==> config.mk <==
export PLATFORM = sky130hd
export DESIGN_NAME = fetch_unit_flat
export DESIGN_NICKNAME = d
export VERILOG_FILES = /design/src/rtl/fetch_unit_if.sv /design/src/rtl/fetch_unit.sv /design/src/flat_wrapper.sv
export SDC_FILE = /design/constraint.sdc
export NUM_CORES = 1
export LEC_CHECK = 0
export CORE_MARGIN = 3
export CORE_UTILIZATION = 45
export DETAILED_ROUTE_END_ITERATION = 16
export PLACE_DENSITY = 0.79
export SYNTH_ARGS = -nofsm -noshare
export SYNTH_HDL_FRONTEND = slang
export SYNTH_SLANG_ARGS = --single-unit
==> constraint.sdc <==
create_clock -name clk -period 6.1 [get_ports clk]
set_clock_uncertainty 0.2 [all_clocks]
set_input_delay 1.525 -clock clk [delete_from_list [all_inputs] [get_ports clk]]
set_output_delay 1.525 -clock clk [all_outputs]
set_load 0.01 [all_outputs]
==> src/rtl/fetch_unit_if.sv <==
// ---------------------------------------------------------------------------
// fetch_unit_if
//   Bundles the fetch unit's control inputs, instruction-cache read port and
//   decode handshake into one interface.
//   master : the fetch unit side
//            (drives the cache read port, the dec_* head and buf_count)
//   slave  : the environment side
//            (drives the fetch control, the cache response and dec_ready)
// Signals
//   fetch_en, redirect_valid, redirect_pc   fetch control
//   ic_rd_dest, ic_rd_en, ic_nop            cache read request
//   ic_rd_out, ic_pc_out                    cache response (1-cycle latency)
//   dec_valid, dec_inst, dec_pc, dec_ready  decode valid/ready handshake
//   buf_count                               instruction buffer occupancy
// ---------------------------------------------------------------------------
interface fetch_unit_if #(
  parameter int FIFO_DEPTH = 2
);
  localparam int CW = $clog2(FIFO_DEPTH) + 1;

  logic          fetch_en;
  logic          redirect_valid;
  logic [15:0]   redirect_pc;
  logic [15:0]   ic_rd_dest;
  logic          ic_rd_en;
  logic          ic_nop;
  logic [15:0]   ic_rd_out;
  logic [15:0]   ic_pc_out;
  logic          dec_valid;
  logic [15:0]   dec_inst;
  logic [15:0]   dec_pc;
  logic          dec_ready;
  logic [CW-1:0] buf_count;

  modport master (
    input  fetch_en, redirect_valid, redirect_pc, ic_rd_out, ic_pc_out, dec_ready,
    output ic_rd_dest, ic_rd_en, ic_nop, dec_valid, dec_inst, dec_pc, buf_count
  );

  modport slave (
    output fetch_en, redirect_valid, redirect_pc, ic_rd_out, ic_pc_out, dec_ready,
    input  ic_rd_dest, ic_rd_en, ic_nop, dec_valid, dec_inst, dec_pc, buf_count
  );
endinterface

==> src/rtl/fetch_unit.sv <==
// ---------------------------------------------------------------------------
// fetch_unit
//   Instruction-fetch front end sitting directly in front of the instruction
//   cache. It holds the PC, issues one cache read per cycle while the buffer
//   has credit, captures each 1-cycle-latency response into a small FIFO and
//   presents the FIFO head to decode over a valid/ready handshake.
//   A redirect reloads the PC and squashes both the outstanding read and
//   every buffered entry.
// Ports
//   clk  : clock, all state changes on posedge
//   rst  : asynchronous reset, active high
//   bus  : fetch_unit_if.master (fetch control, cache port, decode port,
//          buffer occupancy)
// Parameters
//   RESET_PC   : PC loaded on reset
//   FIFO_DEPTH : instruction buffer entries, power of two in 2..8
// ---------------------------------------------------------------------------
module fetch_unit #(
  parameter logic [15:0] RESET_PC   = 16'h0000,
  parameter int          FIFO_DEPTH = 2
) (
  input  logic         clk,
  input  logic         rst,
  fetch_unit_if.master bus
);
  localparam int            PW       = $clog2(FIFO_DEPTH);
  localparam int            CW       = $clog2(FIFO_DEPTH) + 1;
  localparam logic [CW:0]   DEPTH_C  = (CW+1)'(FIFO_DEPTH);
  localparam logic [PW-1:0] PTR_ONE  = PW'(1);
  localparam logic [CW-1:0] CNT_ONE  = CW'(1);

  logic [15:0]   pc_q, pc_d;
  logic          inflight_q, inflight_d;
  logic [CW-1:0] count_q, count_d;
  logic [PW-1:0] rd_ptr_q, rd_ptr_d;
  logic [PW-1:0] wr_ptr_q, wr_ptr_d;

  logic [15:0]   inst_mem_q [FIFO_DEPTH];
  logic [15:0]   pc_mem_q   [FIFO_DEPTH];

  logic          dec_valid_w;
  logic          pop;
  logic          push;
  logic          issue;
  logic [CW:0]   credit_used;

  assign dec_valid_w = (count_q != '0);
  assign pop         = dec_valid_w & bus.dec_ready;

  // Entries already buffered plus the read still in the cache, minus the
  // entry leaving this cycle. Counting the pop lets a full-rate stream keep
  // issuing every cycle. One extra bit keeps the sum from overflowing.
  assign credit_used = {1'b0, count_q}
                     + {{CW{1'b0}}, inflight_q}
                     - {{CW{1'b0}}, pop};

  // The rst term keeps the read strobe low while reset is held.
  assign issue = bus.fetch_en & ~bus.redirect_valid & (credit_used < DEPTH_C) & ~rst;

  // A response arriving in a redirect cycle belongs to the squashed path.
  assign push = inflight_q & ~bus.redirect_valid;

  always_comb begin
    pc_d       = pc_q;
    inflight_d = issue;
    count_d    = count_q;
    rd_ptr_d   = rd_ptr_q;
    wr_ptr_d   = wr_ptr_q;
    if (bus.redirect_valid) begin
      pc_d       = bus.redirect_pc;
      inflight_d = 1'b0;
      count_d    = '0;
      rd_ptr_d   = '0;
      wr_ptr_d   = '0;
    end else begin
      if (issue) pc_d = pc_q + 16'd1;
      if (push)  wr_ptr_d = wr_ptr_q + PTR_ONE;
      if (pop)   rd_ptr_d = rd_ptr_q + PTR_ONE;
      case ({push, pop})
        2'b10:   count_d = count_q + CNT_ONE;
        2'b01:   count_d = count_q - CNT_ONE;
        default: count_d = count_q;
      endcase
    end
  end

  always_ff @(posedge clk or posedge rst) begin
    if (rst) begin
      pc_q       <= RESET_PC;
      inflight_q <= 1'b0;
      count_q    <= '0;
      rd_ptr_q   <= '0;
      wr_ptr_q   <= '0;
    end else begin
      pc_q       <= pc_d;
      inflight_q <= inflight_d;
      count_q    <= count_d;
      rd_ptr_q   <= rd_ptr_d;
      wr_ptr_q   <= wr_ptr_d;
    end
  end

  // Buffer entries are cleared on reset so the decode outputs read as zero
  // while reset is held.
  for (genvar gi = 0; gi < FIFO_DEPTH; gi++) begin : g_entry
    always_ff @(posedge clk or posedge rst) begin
      if (rst) begin
        inst_mem_q[gi] <= '0;
        pc_mem_q[gi]   <= '0;
      end else if (push && (wr_ptr_q == PW'(gi))) begin
        inst_mem_q[gi] <= bus.ic_rd_out;
        pc_mem_q[gi]   <= bus.ic_pc_out;
      end
    end
  end

  assign bus.ic_rd_dest = pc_q;
  assign bus.ic_rd_en   = issue;
  assign bus.ic_nop     = bus.redirect_valid & ~rst;
  assign bus.dec_valid  = dec_valid_w;
  assign bus.dec_inst   = inst_mem_q[rd_ptr_q];
  assign bus.dec_pc     = pc_mem_q[rd_ptr_q];
  assign bus.buf_count  = count_q;

endmodule

==> src/flat_wrapper.sv <==
// flat-port wrapper written by rule: the top's interface ports become plain ports
module fetch_unit_flat 
#(
  parameter logic [15:0] RESET_PC   = 16'h0000,
  parameter int          FIFO_DEPTH = 2
)
  (clk, rst, bus_fetch_en, bus_redirect_valid, bus_redirect_pc, bus_ic_rd_out, bus_ic_pc_out, bus_dec_ready, bus_ic_rd_dest, bus_ic_rd_en, bus_ic_nop, bus_dec_valid, bus_dec_inst, bus_dec_pc, bus_buf_count);
  fetch_unit_if #(.FIFO_DEPTH(FIFO_DEPTH)) bus_i ();
  input  logic clk;
  input  logic rst;
  input wire logic [$bits(bus_i.fetch_en)-1:0] bus_fetch_en;
  input wire logic [$bits(bus_i.redirect_valid)-1:0] bus_redirect_valid;
  input wire logic [$bits(bus_i.redirect_pc)-1:0] bus_redirect_pc;
  input wire logic [$bits(bus_i.ic_rd_out)-1:0] bus_ic_rd_out;
  input wire logic [$bits(bus_i.ic_pc_out)-1:0] bus_ic_pc_out;
  input wire logic [$bits(bus_i.dec_ready)-1:0] bus_dec_ready;
  output wire logic [$bits(bus_i.ic_rd_dest)-1:0] bus_ic_rd_dest;
  output wire logic [$bits(bus_i.ic_rd_en)-1:0] bus_ic_rd_en;
  output wire logic [$bits(bus_i.ic_nop)-1:0] bus_ic_nop;
  output wire logic [$bits(bus_i.dec_valid)-1:0] bus_dec_valid;
  output wire logic [$bits(bus_i.dec_inst)-1:0] bus_dec_inst;
  output wire logic [$bits(bus_i.dec_pc)-1:0] bus_dec_pc;
  output wire logic [$bits(bus_i.buf_count)-1:0] bus_buf_count;
  assign bus_i.fetch_en = bus_fetch_en;
  assign bus_i.redirect_valid = bus_redirect_valid;
  assign bus_i.redirect_pc = bus_redirect_pc;
  assign bus_i.ic_rd_out = bus_ic_rd_out;
  assign bus_i.ic_pc_out = bus_ic_pc_out;
  assign bus_i.dec_ready = bus_dec_ready;
  assign bus_ic_rd_dest = bus_i.ic_rd_dest;
  assign bus_ic_rd_en = bus_i.ic_rd_en;
  assign bus_ic_nop = bus_i.ic_nop;
  assign bus_dec_valid = bus_i.dec_valid;
  assign bus_dec_inst = bus_i.dec_inst;
  assign bus_dec_pc = bus_i.dec_pc;
  assign bus_buf_count = bus_i.buf_count;
  fetch_unit #(.RESET_PC(RESET_PC), .FIFO_DEPTH(FIFO_DEPTH)) u_core (.clk(clk), .rst(rst), .bus(bus_i));
endmodule
### Word-level counts from Yosys, hierarchy flattened

Index checks and enable logic that the tools add are counted.

| storage, ports and cells | value |
|---|---|
| input bits | 53 |
| output and inout port bits | 53 |
| register bits | 85 |

| operators by class | value |
|---|---|
| $add $sub $neg | 7 |
| bitwise logic cells | 10 |
| reductions and logical operators | 7 |
| equality and inequality tests | 2 |
| muxes and demuxes | 15 |
| magnitude comparators | 2 |

Operators by type and width:

| kind | number |
|---|---|
| $mux 16 | 8 |
| $add 16x1->16 const B | 1 |
| $reduce_bool 2->1 | 4 |
| $and 1x1->1 | 6 |
| $mux 1 | 5 |
| $pmux 2 s2 | 1 |
| $add 2x1->3 | 1 |
| $lt 3x2->1 const B | 1 |
| $not 1->1 | 3 |
| $reduce_bool 3->1 | 1 |
| $sub 3x1->3 | 1 |
| $add 1x1->1 const B | 2 |
| $add 2x1->2 const B | 1 |
| $eq 2x1->1 const B | 1 |
| $eq 2x2->1 const B | 1 |
| $ge 2x2->1 const B | 1 |
| $logic_and 1x1->1 | 2 |
| $mux 2 | 1 |
| $not 1->2 | 1 |
| $sub 2x1->2 const B | 1 |

### Logic depth before layout (Yosys ltp)

Gate-level depths: netlist (run 1).

| logic depth | value |
|---|---|
| depth in word-level cells | 8 |
| gate-level depth with buffers | 12 |
| mapped depth without buffers | 11 |

### Worst setup path after synthesis (run 1)

Ideal clock, no wire load.

| timing | value |
|---|---|
| path kind | input-to-output |
| from | input port bus_dec_ready |
| to | output port bus_ic_rd_en |
| path slack | 1.285 ns |
| path buffers | 1 |
| cell stages on the path | 9 |
| arrival time | 3.090 ns |
| cells stage by stage | nand2_1 > inv_1 > ha_1 > nand2b_1 > fa_1 > and4bb_4 > nand2_4 > inv_2 > buf_6 |

| on the way | value |
|---|---|
| word-level cells in the longest chain between the ends | 5 |

Ends and longest elaborated chain:

| what | line | RTL |
|---|---|---|
| from (decl) | flat_wrapper.sv:16 | `input wire logic [$bits(bus_i.dec_ready)-1:0] bus_dec_ready;` |
| $and 1x1->1 | fetch_unit.sv:48 | `assign pop = dec_valid_w & bus.dec_ready;` |
| $sub 3x1->3 | fetch_unit.sv:55 | `- {{CW{1'b0}}, pop};` |
| $lt 3x2->1 | fetch_unit.sv:58 | `assign issue = bus.fetch_en & ~bus.redirect_valid & (credit_used < DEPTH_C) & ~rst;` |
| $and 1x1->1 (2 in a row) | fetch_unit.sv:58 |  |
| to (decl) | flat_wrapper.sv:18 | `output wire logic [$bits(bus_i.ic_rd_en)-1:0] bus_ic_rd_en;` |

Every way passes these cells.

### Final worst setup path (run 1)

Ends and elaborated chain as after synthesis.

==> results.sh, run 1 <==
export IMPL_clock_tree_root_cell="clkbuf_8"
export IMPL_cp_data_arrival_time_ns=4.17
export IMPL_min_delay_start="u_core.inst_mem_q[9]"
export IMPL_fp_row_count=34
export IMPL_switching_share_of_total_power_pct=27.2
export IMPL_n_fill_cell=709
export IMPL_avgSynthCellArea_um2=13.2
export IMPL_detailedPlace_worstSlack_ns=0.138
export IMPL_drc=0
export IMPL_wl_um=8980
export IMPL_avgRoutedWirePerCell_um=17.0
export IMPL_timing_slew_headroom_pct=38.1
export IMPL_area_growth_from_synthesis_to_layout_pct=33.3
export IMPL_switching_power_uw=489
export IMPL_clock_tree_htree_level_count=3
export IMPL_origin_of_the_worst_setup_path="bus_dec_ready"
export IMPL_utilization_pct=62.1
export IMPL_post_detailed_route_count_of_antenna_violating_nets=0
export IMPL_ys_seq_elements=85
export IMPL_timing_worst_setup_path_type="in2out"
export IMPL_internal_power_uw=1310
export IMPL_cts_clk_slew_worst_paths_ns=0.08
export IMPL_p_seq_share_pct=43.1
export IMPL_synth_top_area_share_pct=52.1
export IMPL_worstMarginPinSlew_ns=0.928
export IMPL_final_period_minus_worst_setup_slack_ns=5.89
export IMPL_pwr_share_clk_pct=24.2
export IMPL_maxClockFrequency_mhz=170
export IMPL_worstPathRequired_ns=4.38
export IMPL_final_layout_size_suffix_gt1_share_pct=29.6
export IMPL_critPathBufInv=4
export IMPL_worstHoldPathType="reg2reg"
export IMPL_cp_top_family="buffers and inverters"
export IMPL_synthDistinctLibCells=44
export IMPL_die_height_um=101
export IMPL_most_common_cell_after_layout_fill_and_taps_aside="clkdlybuf4s50_1"
export IMPL_detail_route_first_pass_iterations=4
export IMPL_post_cts_repair_setup_buffers=0
export IMPL_hold_worst_slack_ns=0.306
export IMPL_proportion_of_synthesized_chip_area_in_sequential_cells_pct=52.1
export IMPL_synth_fp_nets=366
export IMPL_antenna_found_initial=0
export IMPL_yosys_warnings=0
export IMPL_commonest_non_fill_non_tap_cells_in_the_layout="clkdlybuf4s50_1 (105), mux2_2 (96), dfrtp_1 (85)"
export IMPL_synthesis_area_mm2=0.00408
export IMPL_route_vias_total=2870
export IMPL_effective_utilization_at_floorplan_pct=46.6
export IMPL_number_of_nets_in_the_finished_design=470
export IMPL_top_level_ports=106
export IMPL_hold_viol_final=0
export IMPL_cts_made_buffers=9
export IMPL_cts_num_sinks=85
export IMPL_grt_pass1_wl_um=14600
export IMPL_drtIter0Drc=92
export IMPL_worstPathCellList="clkdlybuf4s50_1, nand2_1, inv_1, ha_1, nand2b_1, fa_1, and4bb_4, nand2_4, inv_4, clkdlybuf4s50_1"
export IMPL_vias_in_the_first_global_route=3040
export IMPL_critPathLaunchType="input pin"
export IMPL_antenna_cells_inserted=0
export IMPL_width_of_the_die_um=101
export IMPL_synthDominantAreaCellType="dfrtp_1"
export IMPL_max_cap_violations=0
export IMPL_setup_total_negative_slack_ns=0
export IMPL_clock_path_buffers=2
export IMPL_largest_net_degree_at_the_start_of_global_routing=54
export IMPL_post_synthesis_async_set_or_reset_flop_share_pct=100
export IMPL_status="complete, no violations"
export IMPL_crit_reg2reg_launch="u_core.bus.buf_count[1]"
export IMPL_total_congestion_overflow=0
export IMPL_post_route_worst_setup_slack_ns=0.206
export IMPL_critPathMostFrequentCell="clkdlybuf4s50_1"
export IMPL_cts_tree="built"
export IMPL_finalCritPeriodShare_pct=96.6
export IMPL_synth_edff_count=0
export IMPL_post_synth_inst_count=310
export IMPL_final_max_slew_viol_count=0
export IMPL_design_die_area_mm2=0.0102
export IMPL_global_route_usage_total_pct=18.0
export IMPL_worstSkewPairLatency_ns=0.34
export IMPL_total_leakage_power_uw=0.00235
export IMPL_io_buffers=105
export IMPL_finalSetupViolations=0
export IMPL_cp_slowest_cell="clkdlybuf4s50_1"
export IMPL_placeableCoreArea_mm2=0.00876
export IMPL_place_gp_congestion=0.812
export IMPL_combPwrFrac_pct=32.7
export IMPL_viasPerCell=5.45
export IMPL_critPathMaxFanout=11
export IMPL_detailed_place_hpwl_um=6210
export IMPL_cp_end_kind="output port"
export IMPL_synth_top_flop_cell="dfrtp_1"
export IMPL_cellPowerDensity_mw_per_mm2=330
export IMPL_grt_setup_unrepaired="no"
export IMPL_cpPeakStageDelay_ns=0.55
export IMPL_irDropWorstVdd_uv=153
export IMPL_netlist_top_cells_area="dfrtp_1 (52%), mux2_2 (26%), a221o_1 (2.2%)"
[cell type report]
type / instances / area [um2] / share of cell area [%]
clock buffers: 11 / 131 / 2.42
clock inverters: 5 / 83.8 / 1.54
inverters: 7 / 30.0 / 0.552
multi-input cells: 201 / 1840 / 33.9
flip-flops and latches: 85 / 2130 / 39.1
well taps: 108 / 135 / 2.48
repair buffers: 110 / 1090 / 20.0
[through the flow]
step                      std cells  power [uW]  instance area [um2]
after floorplan                 310        1080                 4080
after global placement          511        1360                 5220
after detailed placement        511        1380                 5220
after CTS                       527        1820                 5440
after global routing            527        1900                 5440
final                           527        1800                 5440
[final timing paths]
kind,end,slack [ns],cells after the start
worst max-delay path,bus_ic_rd_en,0.21,10
max in group asynchronous,u_core.rd_ptr_q,3.17,3
worst min-delay path,u_core.inst_mem_q[9],0.31,1
worst max register to register,u_core.bus.ic_rd_dest[9],2.71,11
worst min register to register,u_core.inst_mem_q[9],0.31,1
min in group asynchronous,u_core.bus.ic_rd_dest[2],1.55,2
[routing by layer]
metal / part of all wire (%) / global-route usage (%) / up-vias / routed length (um)
met4: 1.5 / 7.16 / 0 / 138
met1: 42 / 22.4 / 1445 / 3800
met3: 4.9 / 3.03 / 13 / 438
met2: 51 / 31.1 / 70 / 4610
met5: 0 / 0 / - / 0
li1: - / - / 1342 / -
[cells by family after synthesis]
logic type               Yosys count  share of synthesized area (%)
flip-flops                        85                           52.1
AND/OR/NAND/NOR                   62                           8.92
XOR/XNOR                           6                           1.47
multiplexers                     100                           27.5
buffers and inverters             24                           3.00
adder cells (fa/ha/maj)            3                           1.10
AO/OA/AOI/OAI                     30                           5.92
[power by group through the flow]
stage          clock (uW)  combinational (uW)  sequential, uW
4_1_cts               445                 598             777
5_1_grt               470                 636             792
6_report              434                 588             775
3_5_place_dp            0                 594             788
2_1_floorplan           0                 317             764
3_3_place_gp            0                 584             776
[flip-flops by register name, indices dropped and copies added, names as in the netlist]
signal	flops
u_core.inst_mem_q	32
u_core.inflight_q	1
u_core.rd_ptr_q	1
u_core.wr_ptr_q	1
u_core.bus.buf_count	2
u_core.pc_mem_q	32
u_core.bus.ic_rd_dest	16
[synth_stat cells, drive strengths merged (2+ instances only)]
| library cell | count |
|---|---|
| a21o | 8 |
| a21oi | 2 |
| a221o | 9 |
| and3 | 3 |
| and4 | 3 |
| buf | 11 |
| clkbuf | 6 |
| dfrtp | 85 |
| ha | 2 |
| inv | 7 |
| mux2 | 96 |
| mux2i | 4 |
| nand2 | 13 |
| nand3 | 11 |
| nand4 | 4 |
| nor2 | 4 |
| nor3 | 9 |
| nor4 | 2 |
| o21ai | 4 |
| o311ai | 2 |
| or3 | 2 |
| or4 | 2 |
| xnor2 | 4 |
| xor2 | 2 |
[what timing repair did]
item | CTS | global route
hold buffers | 0 | 0
endpoints found under the setup margin | 0 | 1
gates resized for setup | 0 | 1
Note: power is estimated with default switching activity, not from simulation.
==> run 2, diff against run 1 <==
--- a/config.mk
+++ b/config.mk
@@ -9,6 +9,7 @@
 export CORE_UTILIZATION = 45
 export DETAILED_ROUTE_END_ITERATION = 16
 export PLACE_DENSITY = 0.79
+export REMOVE_ABC_BUFFERS = 1
 export SYNTH_ARGS = -nofsm -noshare
 export SYNTH_HDL_FRONTEND = slang
 export SYNTH_SLANG_ARGS = --single-unit
==> constraint.sdc (replaced) <==
create_clock -name clk -period 5.7 [get_ports clk]
set_clock_uncertainty 0.2 [all_clocks]
set_input_delay 1.425 -clock clk [delete_from_list [all_inputs] [get_ports clk]]
set_output_delay 1.425 -clock clk [all_outputs]
set_load 0.01 [all_outputs]
==> results.sh, run 2 (synthesis results as in run 1) <==
export IMPL_status="complete, no violations"
export IMPL_viasPerCell=5.49
export IMPL_origin_of_the_worst_setup_path="bus_dec_ready"
export IMPL_critPathMaxFanout=5
export IMPL_cp_slowest_cell="clkdlybuf4s50_1"
export IMPL_timing_slew_headroom_pct=36.9
export IMPL_fp_row_count=34
export IMPL_cts_clk_slew_worst_paths_ns=0.08
export IMPL_largest_net_degree_at_the_start_of_global_routing=57
export IMPL_worstHoldPathType="reg2reg"
export IMPL_clock_tree_htree_level_count=3
export IMPL_max_cap_violations=0
export IMPL_detailed_place_hpwl_um=6290
export IMPL_width_of_the_die_um=101
export IMPL_timing_hold_worst_path_depth=1
export IMPL_maxClockFrequency_mhz=180
export IMPL_area_growth_from_synthesis_to_layout_pct=32.6
export IMPL_r2r_worst_path_cells=11
export IMPL_antenna_cells_inserted=0
export IMPL_cts_made_buffers=9
export IMPL_post_detailed_route_count_of_antenna_violating_nets=0
export IMPL_placeableCoreArea_mm2=0.00876
export IMPL_avgRoutedWirePerCell_um=17.0
export IMPL_drc=0
export IMPL_ff2ff_setup_slack_ns=2.33
export IMPL_min_delay_start="u_core.pc_mem_q[9]"
export IMPL_number_of_nets_in_the_finished_design=472
export IMPL_pwr_share_clk_pct=21.0
export IMPL_setup_total_negative_slack_ns=0
export IMPL_total_congestion_overflow=0
export IMPL_most_common_cell_after_layout_fill_and_taps_aside="clkdlybuf4s50_1"
export IMPL_grt_pass1_wl_um=14700
export IMPL_critPathLaunchType="input pin"
export IMPL_cts_num_sinks=85
export IMPL_crit_reg2reg_launch="u_core.bus.buf_count[1]"
export IMPL_cts_hold_buffers_added=0
export IMPL_critPathMostFrequentCell="clkdlybuf4s50_1"
export IMPL_n_fill_cell=687
export IMPL_worst_case_hold_path_end_point="u_core.pc_mem_q[9]"
export IMPL_worstPathCellList="clkdlybuf4s50_1, nand2_1, inv_1, ha_1, nand2b_1, fa_1, and4bb_4, nand2_4, inv_2, clkdlybuf4s50_1"
export IMPL_clock_tree_root_cell="clkbuf_8"
export IMPL_cp_end_kind="output port"
export IMPL_final_max_slew_viol_count=0
export IMPL_p_seq_share_pct=44.5
export IMPL_cellPowerDensity_mw_per_mm2=343
export IMPL_grt_setup_unrepaired="no"
export IMPL_io_buffers=105
export IMPL_place_gp_congestion=0.862
export IMPL_global_route_usage_total_pct=18.0
export IMPL_commonest_non_fill_non_tap_cells_in_the_layout="clkdlybuf4s50_1 (105), mux2_2 (96), dfrtp_1 (85)"
export IMPL_finalCritPeriodShare_pct=97.4
export IMPL_switching_share_of_total_power_pct=28.5
export IMPL_hold_worst_slack_ns=0.306
export IMPL_final_period_minus_worst_setup_slack_ns=5.55
export IMPL_irDropWorstVdd_uv=123
export IMPL_cts_tree="built"
export IMPL_worstPathRequired_ns=4.07
export IMPL_final_layout_size_suffix_gt1_share_pct=30.2
export IMPL_cpPeakStageDelay_ns=0.53
export IMPL_switching_power_uw=529
export IMPL_post_cts_repair_setup_buffers=0
export IMPL_drtIter0Drc=51
export IMPL_hold_viol_final=0
export IMPL_finalSetupViolations=0
export IMPL_cp_data_arrival_time_ns=3.93
export IMPL_clock_path_buffers=2
export IMPL_effective_utilization_at_floorplan_pct=46.6
export IMPL_vias_in_the_first_global_route=3080
export IMPL_route_vias_total=2906
export IMPL_total_leakage_power_uw=0.00236
export IMPL_detail_route_first_pass_iterations=4
export IMPL_worstMarginPinSlew_ns=0.946
export IMPL_timing_worst_setup_path_type="in2out"
export IMPL_combPwrFrac_pct=34.4
export IMPL_post_cts_resized_instances=0
export IMPL_internal_power_uw=1330
export IMPL_worstSkewPairLatency_ns=0.34
export IMPL_antenna_found_initial=0
export IMPL_top_level_ports=106
export IMPL_design_die_area_mm2=0.0102
export IMPL_r2r_end="u_core.bus.ic_rd_dest[10]"
export IMPL_die_height_um=101
export IMPL_wl_um=9000
## run 2: critical path, delay by kind of cell
kind                       cells  cell delay (ns)
buffers and inverters          4             1.08
adders and majority gates      2             0.77
and+or+nand+nor                4             0.64
## run 2: worst max path at each step
stage                        end  cells past startpoint
finish              bus_ic_rd_en                     10
global route        bus_ic_rd_en                     10
CTS                 bus_ic_rd_en                     10
detailed placement  bus_ic_rd_en                     10
global placement    bus_ic_rd_en                     10
floorplan           bus_ic_rd_en                      8
## run 2: per-stage QoR
step / util, % / area, um2 / setup slack, ns / total power [uW] / instances
after global placement: 59.7 / 5230 / 0.187 / 1460 / 513
after detailed placement: 59.7 / 5230 / 0.149 / 1480 / 513
final: 61.8 / 5410 / 0.150 / 1850 / 529
after global routing: 61.8 / 5410 / 0.0466 / 1960 / 529
after CTS: 61.8 / 5410 / 0.141 / 1870 / 529
after floorplan: - / 3990 / 1.06 / 1150 / 293
## run 2: routing by layer
layer	vias to the layer above	GRT usage, %	part of all wire (%)
li1	1353	-	-
met1	1428	24.6	45
met2	114	29.7	47
met3	11	3.44	7.1
met4	0	4.29	0.97
met5	-	0	0
## run 2: power by group through the flow
stage	Sequential, uW	Clock (uW)	Combinational (uW)
6_report	826	390	639
5_1_grt	844	425	687
3_3_place_gp	825	0	631
3_5_place_dp	837	0	644
2_1_floorplan	824	0	324
4_1_cts	826	400	648
## run 2: layout make-up
| class | count | area (um2) | area share [%] |
|---|---|---|---|
| Sequential cell | 85 | 2130 | 39.3 |
| Multi-Input combinational cell | 201 | 1840 | 34.0 |
| Timing Repair Buffer | 112 | 1100 | 20.4 |
| Clock buffer | 10 | 138 | 2.54 |
| Tap cell | 108 | 135 | 2.50 |
| Clock inverter | 6 | 43.8 | 0.809 |
| Inverter | 7 | 27.5 | 0.509 |
==> run 3, diff against run 2 <==
--- a/config.mk
+++ b/config.mk
@@ -10,6 +10,7 @@
 export DETAILED_ROUTE_END_ITERATION = 16
 export PLACE_DENSITY = 0.79
 export REMOVE_ABC_BUFFERS = 1
+export SLEW_MARGIN = 20
 export SYNTH_ARGS = -nofsm -noshare
 export SYNTH_HDL_FRONTEND = slang
 export SYNTH_SLANG_ARGS = --single-unit
==> results of run 3 <==
Final layout, timing and power as in run 2 (identical DEF).
